## src/rtl/frogger_pkg.sv

```systemverilog
// Shared frogger definitions: lane pixel geometry, frog coordinate widths
// and the collision FSM state type.
package frogger_pkg;

  localparam int LANE_WIDTH = 16;
  localparam int COL_W      = 4;
  localparam int ROW_W      = 4;

  typedef enum logic [1:0] {ALIVE, GRACE, DEAD} collision_state_t;

endpackage

```

## src/rtl/grace_timer.sv

```systemverilog
// Loadable down-counter that times the post-respawn invulnerability window.
// done flags the edge on which the count reaches zero.
module grace_timer #(
  parameter int GRACE = 512
) (
  input  logic clk,
  input  logic reset,
  input  logic load,
  output logic done
);

  localparam int GW = $clog2(GRACE + 1);

  logic [GW-1:0] count_q, count_d;

  always_comb begin
    count_d = count_q;
    if (load) begin
      count_d = GW'(GRACE);
    end else if (count_q != '0) begin
      count_d = count_q - GW'(1);
    end
  end

  always_ff @(posedge clk or posedge reset) begin
    if (reset) begin
      count_q <= '0;
    end else begin
      count_q <= count_d;
    end
  end

  assign done = (count_q == GW'(1));

endmodule

```

## src/rtl/frog_collision.sv

```systemverilog
// Frog/car collision detection, life counter, respawn request and game-over.
//   state | meaning
//   ALIVE | counting consecutive overlapping samples
//   GRACE | invulnerable after a respawn, overlap ignored
//   DEAD  | game lost, lanes frozen until reset
module frog_collision
  import frogger_pkg::*;
#(
  parameter int NUM_LANES = 4,
  parameter int LIVES     = 3,
  parameter int CONFIRM   = 2,
  parameter int GRACE     = 512
) (
  input  logic                            clk,
  input  logic                            reset,
  input  logic [LANE_WIDTH*NUM_LANES-1:0] lane_pixels,
  input  logic [ROW_W-1:0]                frog_row,
  input  logic [COL_W-1:0]                frog_col,
  output logic [NUM_LANES-1:0]            hit,
  output logic                            respawn,
  output logic [$clog2(LIVES+1)-1:0]      lives,
  output logic                            game_over
);

  localparam int LW = $clog2(LIVES + 1);
  localparam int CW = (CONFIRM > 1) ? $clog2(CONFIRM) : 1;
  localparam logic [CW-1:0] CONF_LAST = CW'(CONFIRM - 1);

  collision_state_t      state_q, state_d;
  logic [CW-1:0]         conf_q, conf_d;
  logic [LW-1:0]         lives_q, lives_d;
  logic                  respawn_q, respawn_d;
  logic [NUM_LANES-1:0]  hit_q, hit_d;
  logic                  game_over_q, game_over_d;
  logic [LANE_WIDTH-1:0] row_pix;
  logic                  overlap;
  logic                  grace_load;
  logic                  grace_done;

  // Rows at or beyond NUM_LANES select no lane, so they never overlap.
  always_comb begin
    row_pix = '0;
    for (int i = 0; i < NUM_LANES; i++) begin
      if (frog_row == ROW_W'(i)) begin
        row_pix = lane_pixels[i*LANE_WIDTH +: LANE_WIDTH];
      end
    end
  end

  assign overlap = row_pix[frog_col];

  grace_timer #(.GRACE(GRACE)) u_grace_timer (
    .clk   (clk),
    .reset (reset),
    .load  (grace_load),
    .done  (grace_done)
  );

  // The GRACE parameter shadows the imported state literal, hence the qualified name.
  always_comb begin
    state_d     = state_q;
    conf_d      = conf_q;
    lives_d     = lives_q;
    respawn_d   = 1'b0;
    hit_d       = '0;
    game_over_d = 1'b0;
    grace_load  = 1'b0;
    case (state_q)
      ALIVE: begin
        if (!overlap) begin
          conf_d = '0;
        end else if (conf_q != CONF_LAST) begin
          conf_d = conf_q + CW'(1);
        end else begin
          conf_d = '0;
          if (lives_q > LW'(1)) begin
            lives_d    = lives_q - LW'(1);
            respawn_d  = 1'b1;
            grace_load = 1'b1;
            state_d    = frogger_pkg::GRACE;
          end else begin
            lives_d     = '0;
            hit_d       = '1;
            game_over_d = 1'b1;
            state_d     = DEAD;
          end
        end
      end
      frogger_pkg::GRACE: begin
        conf_d = '0;
        if (grace_done) begin
          state_d = ALIVE;
        end
      end
      DEAD: begin
        conf_d      = '0;
        lives_d     = '0;
        hit_d       = '1;
        game_over_d = 1'b1;
      end
      default: begin
        state_d = ALIVE;
        conf_d  = '0;
      end
    endcase
  end

  always_ff @(posedge clk or posedge reset) begin
    if (reset) begin
      state_q     <= ALIVE;
      conf_q      <= '0;
      lives_q     <= LW'(LIVES);
      respawn_q   <= 1'b0;
      hit_q       <= '0;
      game_over_q <= 1'b0;
    end else begin
      state_q     <= state_d;
      conf_q      <= conf_d;
      lives_q     <= lives_d;
      respawn_q   <= respawn_d;
      hit_q       <= hit_d;
      game_over_q <= game_over_d;
    end
  end

  assign hit       = hit_q;
  assign respawn   = respawn_q;
  assign lives     = lives_q;
  assign game_over = game_over_q;

endmodule

```

## config.mk

```make
export PLATFORM = sky130hd
export DESIGN_NAME = frog_collision
export DESIGN_NICKNAME = d
export VERILOG_FILES = /design/src/rtl/frogger_pkg.sv /design/src/rtl/grace_timer.sv /design/src/rtl/frog_collision.sv
export SDC_FILE = /design/constraint.sdc
export NUM_CORES = 1
export LEC_CHECK = 0
export CORE_UTILIZATION = 44
export DETAILED_ROUTE_END_ITERATION = 6
export PLACE_DENSITY = 0.87
export SYNTH_ARGS = -nofsm -noshare
export SYNTH_HDL_FRONTEND = slang
export SYNTH_HIERARCHICAL = 1
export SYNTH_SLANG_ARGS = --single-unit
```

## constraint.sdc

```tcl
create_clock -name clk -period 4.6 [get_ports clk]
set_input_delay 0.92 -clock clk [delete_from_list [all_inputs] [get_ports clk]]
set_output_delay 0.92 -clock clk [all_outputs]
set_load 0.05 [all_outputs]
```

==> results by stage <==
Layout:
- From synthesis to final layout, the design area changed by 51.73%.
- The top cell types in the final layout, fill and taps aside, are clkdlybuf4s50_1, inv_1, dfrtp_1.
- Leaving out fill and tap cells, the most frequent cell in the layout is clkdlybuf4s50_1.
- The final core utilization is 0.7154.
- The total inserted antenna cells is 0.
- At the end of the flow, the number of nets in the layout was 334.
- Of the cells placed in the final design, the portion with a size suffix greater than 1 is 0.09728.

Global route:
- The global-route total usage across every layer is 0.2477.
- The total overflow left after global routing is 0.
- The via count of the first global-routing pass is 1645.
- The initial antenna violation count was 0.
- The first global-routing pass estimated between 7 and 8 mm of wire.
- Entering global routing, the biggest net connects 24 pins.

STA:
- The post-route clock skew is 0.002993 ns.
- Derived from the worst setup path, the maximum achievable clock frequency is about 270 MHz.
- The minimum setup slack in the final design is 0.8708 ns.
- The number of setup violations in the final report is 0.
- The worst pin sits at a relative slew slack of 0.6269.
- The hold violation total from the final report is 0.
- The final number of max-transition violations is 0.
- The transition at the pin with the smallest max-transition slack is 0.5576 ns.
- Setup repair after global routing left no endpoint under its margin.
- In the finished design, the share of the clock period the worst path needs comes to 0.8107.
- The accumulated negative setup slack is 0 ns.
- The minimum clock period is 3.729 ns.

Die:
- The die width is 62.73 um.
- The placeable core region is 3442 um^2.
- The placement row count is 21.
- The die is 62.73 um tall.
- The initial cell density of the core is 0.4715.
- The number of placed I/O pins is 82.
- The area of the die is between 3000 and 4000 um^2.

Place:
- In this run the tool buffered the top-level ports with 81 buffer cells.
- Prior to clock tree synthesis, the placed netlist has a worst setup slack of 0.6004 ns.
- Summed over all nets, the half-perimeter wirelength after detailed placement is 3.628 mm.
- The final estimated routing congestion in global placement is 0.8799.

Setup path:
- The setup slack on the worst flop-to-flop path is 2.72 ns.
- STA classifies the critical path startpoint as an input pin.
- The startpoint-to-endpoint class of the critical path is in2reg.
- The category of the worst setup path capture point is a register.
- At the worst endpoint, the required time is approximately 4.7 ns.
- For the worst setup path, the data arrival time is 3.87 ns.
- The largest fanout on the critical path is 23.

Yosys:
- The compound-gate portion of the synthesized area is 0.2729.
- The synthesized area per cell is a little under 9 um^2.
- The share of synthesized cell area in full adder, half adder and majority cells is 0.01542.
- Of the total synthesized cell area, the portion taken by XOR and XNOR cells is 0.
- In the synthesized netlist the dominant register cell turns out to be dfrtp_1.
- The share of synthesized cell area in and, or, nand and nor gates is 0.1943.
- The cell count after synthesis is 182.
- The proportion of synthesized area in mux cells is 0.1542.
- After synthesis the netlist holds a flip-flop and latch count of 17.
- The share of synthesized area occupied by flip-flops and latches is 0.2637.
- The async set-reset flop share out of synthesis is 1.000.
- Counting flops with a built-in enable in the synthesized netlist gives 0.
- By area, the combinational part of the netlist is dominated by compound AO/OA/AOI/OAI gates.
- The post-synthesis cell area is 1623 um^2.
- When the netlist entered floorplanning its net count stood at 258.
- The number of synthesis warnings is 6.
- The netlist uses 58 different library cells.

Clock network:
- The CTS tree is done.
- The number of buffers created by CTS is 3.
- CTS built an H-tree with a depth of 1.
- The maximum number of buffers from clock root to sink is 2.
- After clock tree synthesis, the clock-pin slew on the worst setup and hold paths is 0.07 ns.
- The post-cts sizing count is 0.
- The buffer type at the clock tree root is clkbuf_8.
- The number of hold buffers added after CTS is 0.
- The later pin in the worst-skew pair is clocked with a latency of 0.26 ns.
- The number of clock sinks is 17.
- The buffer count from post-CTS setup fixing is 0.

Drt:
- The DRC violation total after the first TritonRoute iteration is 147.
- After detailed routing, the number of remaining DRC violations is 0.
- The total wire length is between 4 and 5 mm.
- After detailed routing, the average wire length per cell comes to around 15 um.
- In the routed layout, each cell is associated on average with a via count of 5.611.
- The iteration count of the initial detailed-routing pass is 4.
- The post-detailed-route count of antenna-violating nets is 0.
- Detailed routing inserted a total of 1700 vias.

Power:
- Cell internal power was estimated by the tool at 0.0003413 W.
- The proportion of total power due to net switching is 0.3725.
- Summed over all cells, the static leakage comes to slightly above 0.9 nW.
- Dividing total power by cell area gives a power density of between 200 and 250 nW/um^2.
- The maximum vdd drop is 0.0001463 V.
- Of the total power, combinational logic draws 0.472.
- The share of total power dissipated in the clock network is 0.207.
- The power share of the sequential group is 0.321.
- The net switching power is 0.0002026 W.

Run status:
- The flow ran to the end, and the final reports show no timing, DRC or antenna violations.

Worst hold path:
- The path class of the tightest hold or removal check is reg2reg.

Run:
- Max-cap violations in this run came to 0.
[registers in the layout (all words and copies together), names as in the netlist]
| name | cells |
|---|---|
| lives | 2 |
| respawn | 1 |
| state_q | 2 |
| u_grace_timer/count_q | 10 |
| hit | 1 |
| conf_q | 1 |
[power groups by stage]
stage / sequential (W) / clock, W / combinational (W)
4_1_cts: 0.000175 / 0.000117 / 0.000258
3_5_place_dp: 0.000177 / 0 / 0.000257
2_1_floorplan: 0.000190 / 0 / 0.000152
5_1_grt: 0.000177 / 0.000124 / 0.000271
6_report: 0.000175 / 0.000112 / 0.000257
3_3_place_gp: 0.000177 / 0 / 0.000254
[synth_stat cells, types with 2 or more instances]
cell type,instances,share of area
buf_4,5,0.023
mux2_2,3,0.021
or2_2,2,0.0077
dfstp_2,2,0.032
a221oi_1,5,0.027
o21ai_0,12,0.037
o31ai_1,4,0.019
o311ai_1,2,0.011
o22a_1,2,0.011
dfrtp_1,15,0.23
buf_2,2,0.0062
inv_1,15,0.035
a2111oi_0,3,0.016
mux4_1,2,0.032
nand2_1,10,0.023
nor2_1,12,0.028
nor3_1,4,0.012
a211o_1,2,0.011
buf_6,4,0.028
a21oi_1,13,0.040
nand3_1,7,0.022
mux4_2,3,0.042
o211ai_1,3,0.014
ha_1,2,0.015
o2bb2ai_1,3,0.016
mux2i_1,7,0.043
nand2b_1,4,0.015
nor2b_1,4,0.015
[kinds of logic (layout without fill, tap and decap cells)]
logic type,Yosys count,count (layout)
DFF,17,17
muxes,17,17
adders and majority gates,2,2
AOI/OAI and AO/OA,62,62
and+or+nand+nor,55,55
buffers and inverters,29,104
[layout make-up]
type	instances	area (um^2)
Clock inverter	1	5.005
Tap cell	46	57.56
Inverter	15	56.30
Sequential cell	17	427.9
Clock buffer	3	41.29
Multi-Input combinational cell	136	1033
Timing Repair Buffer	85	840.8
Fill cell	265	979.7
[per-layer routing]
metal / track usage / share of wire / vias to the layer above
met2: 0.4090 / 0.48 / 71
met5: 0 / 0 / -
li1: - / - / 845
met1: 0.3191 / 0.43 / 776
met3: 0.05109 / 0.070 / 8
met4: 0.08721 / 0.016 / 0
[final timing paths]
check,startpoint,endpoint,depth (start not counted)
max in group asynchronous,reset,u_grace_timer/count_q[6],2
worst max register to register,u_grace_timer/count_q[0],u_grace_timer/count_q[6],5
min in group asynchronous,reset,state_q[1],2
worst min-delay path,lives[1],lives[1],1
worst max-delay path,frog_row[1],u_grace_timer/count_q[5],11
worst min register to register,lives[1],lives[1],1
[stage by stage]
| step | area (um^2) | hold slack [ns] | std cells | power (W) |
|---|---|---|---|---|
| floorplan | 1623 | 0.4675 | 182 | 0.0003421 |
| global placement | 2416 | 0.4908 | 299 | 0.0004312 |
| detailed placement | 2416 | 0.4952 | 299 | 0.0004345 |
| CTS | 2462 | 0.5047 | 303 | 0.0005493 |
| global route | 2462 | 0.5318 | 303 | 0.0005721 |
| finish | 2462 | 0.5052 | 303 | 0.0005439 |
[worst max-delay path, cell delays in order]
cell and delay [ns]:
clkdlybuf4s50_1 0.58, buf_4 0.31, nor2b_1 0.22, o2bb2ai_1 0.15, a221oi_1 0.10, a2111oi_0 0.41, o22a_1 0.28, o2111ai_1 0.20
nor2_1 0.32, nor2_1 0.07, mux2_1 0.31
No activity file was read; power rests on OpenSTA's default activity.
